[config.mk]
export PLATFORM = sky130hd
export DESIGN_NAME = roic_frame_align_ctrl
export DESIGN_NICKNAME = d
export VERILOG_FILES = /design/src/rtl/roic_frame_align_ctrl.sv
export SDC_FILE = /design/constraint.sdc
export NUM_CORES = 1
export LEC_CHECK = 0
export ABC_AREA = 1
export CAP_MARGIN = 20
export CORE_UTILIZATION = 64
export CTS_CLUSTER_DIAMETER = 100
export DETAILED_ROUTE_END_ITERATION = 8
export DONT_BUFFER_PORTS = 1
export PLACE_DENSITY = 0.8
export SLEW_MARGIN = 20
export SYNTH_ARGS = -nofsm -noshare
export SYNTH_HDL_FRONTEND = slang
export SYNTH_SLANG_ARGS = --single-unit
[constraint.sdc]
create_clock -name clk_in_int -period 3.6 [get_ports clk_in_int]
set_clock_uncertainty 0.05 [all_clocks]
set_input_delay 0.18 -clock clk_in_int [delete_from_list [all_inputs] [get_ports clk_in_int]]
set_output_delay 0.18 -clock clk_in_int [all_outputs]
set_load 0.03 [all_outputs]
[src/rtl/roic_frame_align_ctrl.sv]
// Frame-word alignment controller for the ROIC LVDS deserializer (bit-clock domain).
// Optional loss-of-lock monitor with automatic realignment: define ROIC_ALIGN_LOSS_MON_EN.
module roic_frame_align_ctrl #(
   parameter int                DATA_W        = 8,
   parameter logic [DATA_W-1:0] FRAME_PATTERN = 8'hF0,
   parameter int                MATCH_COUNT   = 4,
   parameter int                MAX_SLIP      = 7,
   parameter int                SLIP_WAIT     = 3,
   parameter int                LOSS_COUNT    = 2
) (
   input  logic                            clk_in_int,
   input  logic                            clk_reset,
   input  logic                            align_start,
   input  logic [DATA_W-1:0]               frame_word,
   input  logic                            frame_valid,
   output logic                            bitslip,
   output logic                            aligned,
   output logic                            align_fail,
   output logic [$clog2(MAX_SLIP+1)-1:0]   slip_count,
   output logic                            lock_lost,
   output logic                            busy
);

   localparam int SW = $clog2(MAX_SLIP+1);
   localparam int MW = $clog2(MATCH_COUNT+1);
   localparam int WW = $clog2(SLIP_WAIT+1);

   localparam logic [SW-1:0] SLIP_MAX  = SW'(MAX_SLIP);
   localparam logic [SW-1:0] SLIP_ONE  = SW'(1);
   localparam logic [MW-1:0] MATCH_MAX = MW'(MATCH_COUNT);
   localparam logic [MW-1:0] MATCH_ONE = MW'(1);
   localparam logic [WW-1:0] WAIT_LD   = WW'(SLIP_WAIT);
   localparam logic [WW-1:0] WAIT_ONE  = WW'(1);

   if (MATCH_COUNT < 1 || SLIP_WAIT < 1 || LOSS_COUNT < 1) begin : g_param_chk
      $error("roic_frame_align_ctrl: MATCH_COUNT, SLIP_WAIT and LOSS_COUNT must be >= 1");
   end

   typedef enum logic [2:0] {
      S_IDLE, S_SETTLE, S_CHECK, S_SLIP, S_LOCKED, S_FAIL
   } state_t;

   state_t          state_q, state_d;
   logic [SW-1:0]   slip_q, slip_d;
   logic [MW-1:0]   match_q, match_d, match_inc;
   logic [WW-1:0]   wait_q, wait_d;
   logic            bitslip_q, aligned_q, fail_q, busy_q;
   logic            is_match;

`ifdef ROIC_ALIGN_LOSS_MON_EN
   localparam int LW = $clog2(LOSS_COUNT+1);
   localparam logic [LW-1:0] LOSS_MAX = LW'(LOSS_COUNT);
   localparam logic [LW-1:0] LOSS_ONE = LW'(1);
   logic [LW-1:0]   loss_q, loss_d;
   logic            lost_q, lost_d;
`endif

   assign is_match = (frame_word == FRAME_PATTERN);

   always_comb begin
      state_d   = state_q;
      slip_d    = slip_q;
      match_d   = match_q;
      wait_d    = wait_q;
      match_inc = match_q + MATCH_ONE;
`ifdef ROIC_ALIGN_LOSS_MON_EN
      loss_d    = loss_q;
      lost_d    = lost_q;
`endif
      if (align_start) begin
         state_d = S_SETTLE;
         slip_d  = '0;
         match_d = '0;
         wait_d  = WAIT_LD;
`ifdef ROIC_ALIGN_LOSS_MON_EN
         loss_d  = '0;
         lost_d  = 1'b0;
`endif
      end else begin
         case (state_q)
            // wait_q==1 is the last ignored cycle, so SETTLE lasts exactly SLIP_WAIT cycles
            S_SETTLE: begin
               if (wait_q <= WAIT_ONE) begin
                  wait_d  = '0;
                  match_d = '0;
                  state_d = S_CHECK;
               end else begin
                  wait_d  = wait_q - WAIT_ONE;
               end
            end
            S_CHECK: begin
               if (frame_valid) begin
                  if (is_match) begin
                     match_d = match_inc;
                     if (match_inc == MATCH_MAX) state_d = S_LOCKED;
                  end else if (slip_q < SLIP_MAX) begin
                     match_d = '0;
                     slip_d  = slip_q + SLIP_ONE;
                     state_d = S_SLIP;
                  end else begin
                     state_d = S_FAIL;
                  end
               end
            end
            S_SLIP: begin
               wait_d  = WAIT_LD;
               state_d = S_SETTLE;
            end
`ifdef ROIC_ALIGN_LOSS_MON_EN
            S_LOCKED: begin
               if (frame_valid) begin
                  if (is_match) begin
                     loss_d = '0;
                  end else if (loss_q + LOSS_ONE >= LOSS_MAX) begin
                     lost_d  = 1'b1;
                     slip_d  = '0;
                     match_d = '0;
                     loss_d  = '0;
                     wait_d  = WAIT_LD;
                     state_d = S_SETTLE;
                  end else begin
                     loss_d = loss_q + LOSS_ONE;
                  end
               end
            end
`endif
            default: ;
         endcase
      end
   end

   // Outputs are registered copies of the next state so they line up with it cycle-for-cycle.
   always_ff @(posedge clk_in_int or posedge clk_reset) begin
      if (clk_reset) begin
         state_q   <= S_IDLE;
         slip_q    <= '0;
         match_q   <= '0;
         wait_q    <= '0;
         bitslip_q <= 1'b0;
         aligned_q <= 1'b0;
         fail_q    <= 1'b0;
         busy_q    <= 1'b0;
`ifdef ROIC_ALIGN_LOSS_MON_EN
         loss_q    <= '0;
         lost_q    <= 1'b0;
`endif
      end else begin
         state_q   <= state_d;
         slip_q    <= slip_d;
         match_q   <= match_d;
         wait_q    <= wait_d;
         bitslip_q <= (state_d == S_SLIP);
         aligned_q <= (state_d == S_LOCKED);
         fail_q    <= (state_d == S_FAIL);
         busy_q    <= (state_d == S_SETTLE) || (state_d == S_CHECK) || (state_d == S_SLIP);
`ifdef ROIC_ALIGN_LOSS_MON_EN
         loss_q    <= loss_d;
         lost_q    <= lost_d;
`endif
      end
   end

   assign bitslip    = bitslip_q;
   assign aligned    = aligned_q;
   assign align_fail = fail_q;
   assign slip_count = slip_q;
   assign busy       = busy_q;
`ifdef ROIC_ALIGN_LOSS_MON_EN
   assign lock_lost  = lost_q;
`else
   assign lock_lost  = 1'b0;
`endif

endmodule

==> results.tsv <==
metric	value	unit
syn_nets	127	
cts-root-buf	clkbuf_4	
crit_buf_inv	2	
firstDrtPassIters	4	
layout-drive-gt1-share	0.1538	
post_cts_resize_count	0	
dp.cells	125	
synth_warnings	0	
worstPathRequired	3.74	ns
ys_types	24	
synth_xor_area_frac	0.01009	
tns	0	ns
rsz0062_at_grt	false	
cellPowerDensity	555.4	nW/µm²
area_delta_synth_final	6.628	%
netlist_instances	112	
vdd_drop_max	0.4177	mV
synth_compound_area_frac	0.08357	
num_rows	12	
synth_top_family_by_area	simple AND/OR/NAND/NOR gates	
grt_pass1_wl	2911	µm
first_iter_violations	20	
switching_share	0.4228	
syn_area_per_cell	7.753	µm²
antenna_found_initial	0	
p_leak	0.5026	nW
cp-start-kind	flop	
postCtsSetupRepairBufs	0	
cts_tree	built	
clockBufferDepth	2	
grt_max_degree	16	
track_usage	0.2972	
end_kind	flop	
fp.dieH	38.84	µm
num-nets-final	133	
cts_inserted_buffers	3	
setup.worst_path.class	flop to flop	
syn_area	868.3	µm²
path_clk_slew	0.09	ns
final_max_slew_viol_count	0	
crit_chain	nand3_1 > nand3_4 > nand2_2 > inv_2 > nand2_2 > nand2_2 > nand2_1 > nand2_1 > inv_1	
fin_util	0.7806	
final.setup.worst_slack	1.996	ns
routedWlPerCell	13.22	µm
slew-limit-headroom	0.6293	
drc	0	
first_global_vias	741	
ios	20	
synthAdderAreaFrac	0.04323	
hold_slack	0.03130	ns
power.total	0.5142	mW
cap_violations	0	
dp.final_hpwl	1354	µm
period_share	0.4456	
diodes	0	
wirelength	1732	µm
clock_latency	0.28	ns
intPower	0.2968	mW
placed_area	878.3	µm²
place_congestion	0.8106	
final_hold_viol_count	0	
ant_nets	0	
synth_mux_area_frac	0	
initial_core_util	0.7321	
finalSetupViolations	0	
final_cell_area	925.9	µm²
viasPerCell	5.740	
worstMarginPinSlew	0.5554	ns
finalCriticalPeriod	1.604	ns
crit_top_cell	nand2_2	
slowest_delay	0.58	ns
h-tree-depth	1	
numPortBuffers	0	
die_w	38.84	µm
core	1186	µm²
die_area	1508	µm²
status	completed	
comb_power_share	0.343	
ys_seq_area_frac	0.4323	
clkPwrFrac	0.187	
place_ws	2.010	ns
power_frac_seq	0.471	
critPathTopFamily	simple AND/OR/NAND/NOR gates	
reg2reg_from	slip_count[0]	
hp-class	primary input to flop	
cp-startpoint	slip_count[0]	
clock_sinks	15	
slowest_stage	dfrtp_1	
yosys_register_bits	15	
hp-start	align_start	
fmaxAchievable	623.4	MHz
p_switching	0.2174	mW
worst-path-max-fanout	5	
dr_total_vias	752	
overflow	0	
cts_hold_buf	2	
instances_no_fill	131	
synth-simple-area-share	0.3228	
critical_path_arrival	1.74	ns
worst paths after layout:
kind / to / slack, ns / cells after the start
max in group asynchronous: slip_count[0] / 2.80 / 2
setup reg to reg: busy / 2.00 / 9
hold reg to reg: match_q[1] / 0.48 / 2
min in group asynchronous: align_fail / 0.33 / 2
setup / recovery: busy / 2.00 / 9
hold / removal: state_q[1] / 0.03 / 3
layout by cell type, fill, tap and decap left out, types with 2 or more instances in the layout:
| master | instances |
|---|---|
| dlygate4sd3_1 | 2 |
| nor3_1 | 4 |
| o21ai_0 | 5 |
| nand2_2 | 4 |
| a21oi_1 | 4 |
| inv_2 | 4 |
| nand3_1 | 8 |
| dfrtp_1 | 15 |
| nand2_1 | 22 |
| nor2_1 | 10 |
| inv_1 | 18 |
| ha_1 | 3 |
| clkbuf_4 | 3 |
| nand4_1 | 2 |
| nand3_2 | 2 |
power by group through the flow:
stage	Sequential, mW	Combinational, mW	Clock (mW)
5_1_grt	0.244	0.201	0.109
6_report	0.242	0.176	0.0960
3_5_place_dp	0.244	0.171	0
3_3_place_gp	0.243	0.163	0
4_1_cts	0.241	0.175	0.0971
2_1_floorplan	0.238	0.141	0
synthesized netlist by cell type (all sizes together):
| cell | n | area (µm²) |
|---|---|---|
| inv | 22 | 82.57 |
| nor3b | 1 | 7.510 |
| dfrtp | 15 | 375.4 |
| o22ai | 1 | 6.260 |
| o21ai | 7 | 38.78 |
| ha | 3 | 37.54 |
| nor2 | 12 | 55.06 |
| nand2 | 26 | 107.6 |
| xor2 | 1 | 8.760 |
| nand3 | 11 | 77.58 |
| nor3 | 4 | 20.02 |
| buf | 1 | 7.510 |
| a21oi | 4 | 20.02 |
| o21bai | 1 | 7.510 |
| nand4 | 2 | 12.51 |
| conb | 1 | 3.750 |
registers in the layout (all words and copies together) (netlist names):
signal	flops
busy	1
slip_count	3
state_q	3
bitslip	1
align_fail	1
aligned	1
match_q	3
wait_q	2
cells by family after synthesis:
kind of cell	Yosys count
adders and majority gates	3
other	1
AOI/OAI and AO/OA	13
DFF	15
and+or+nand+nor	56
buffers and inverters	23
xor gates and xnor gates	1
metal layers:
layer	track usage	routed length (µm)
met2	0.5333	948
met1	0.3053	710
met4	0.1810	23
met5	0	0
met3	0.06936	50
final cells by class:
| type | instances | area, µm² |
|---|---|---|
| Clock buffer | 3 | 22.52 |
| Timing Repair Buffer | 2 | 20.02 |
| Clock inverter | 1 | 5.005 |
| Inverter | 22 | 82.58 |
| Multi-Input combinational cell | 74 | 402.9 |
| Tap cell | 14 | 17.52 |
| Sequential cell | 15 | 375.4 |
| Fill cell | 81 | 260.3 |
worst register-to-register path, stage by stage (launching register included):
cell     delay (ns)
dfrtp_1        0.58
nand3_1        0.27
nand3_4        0.19
nand2_2        0.07
inv_2          0.05
nand2_2        0.04
nand2_2        0.08
nand2_1        0.08
nand2_1        0.06
inv_1          0.04
No activity file was read; power rests on OpenSTA's default activity.
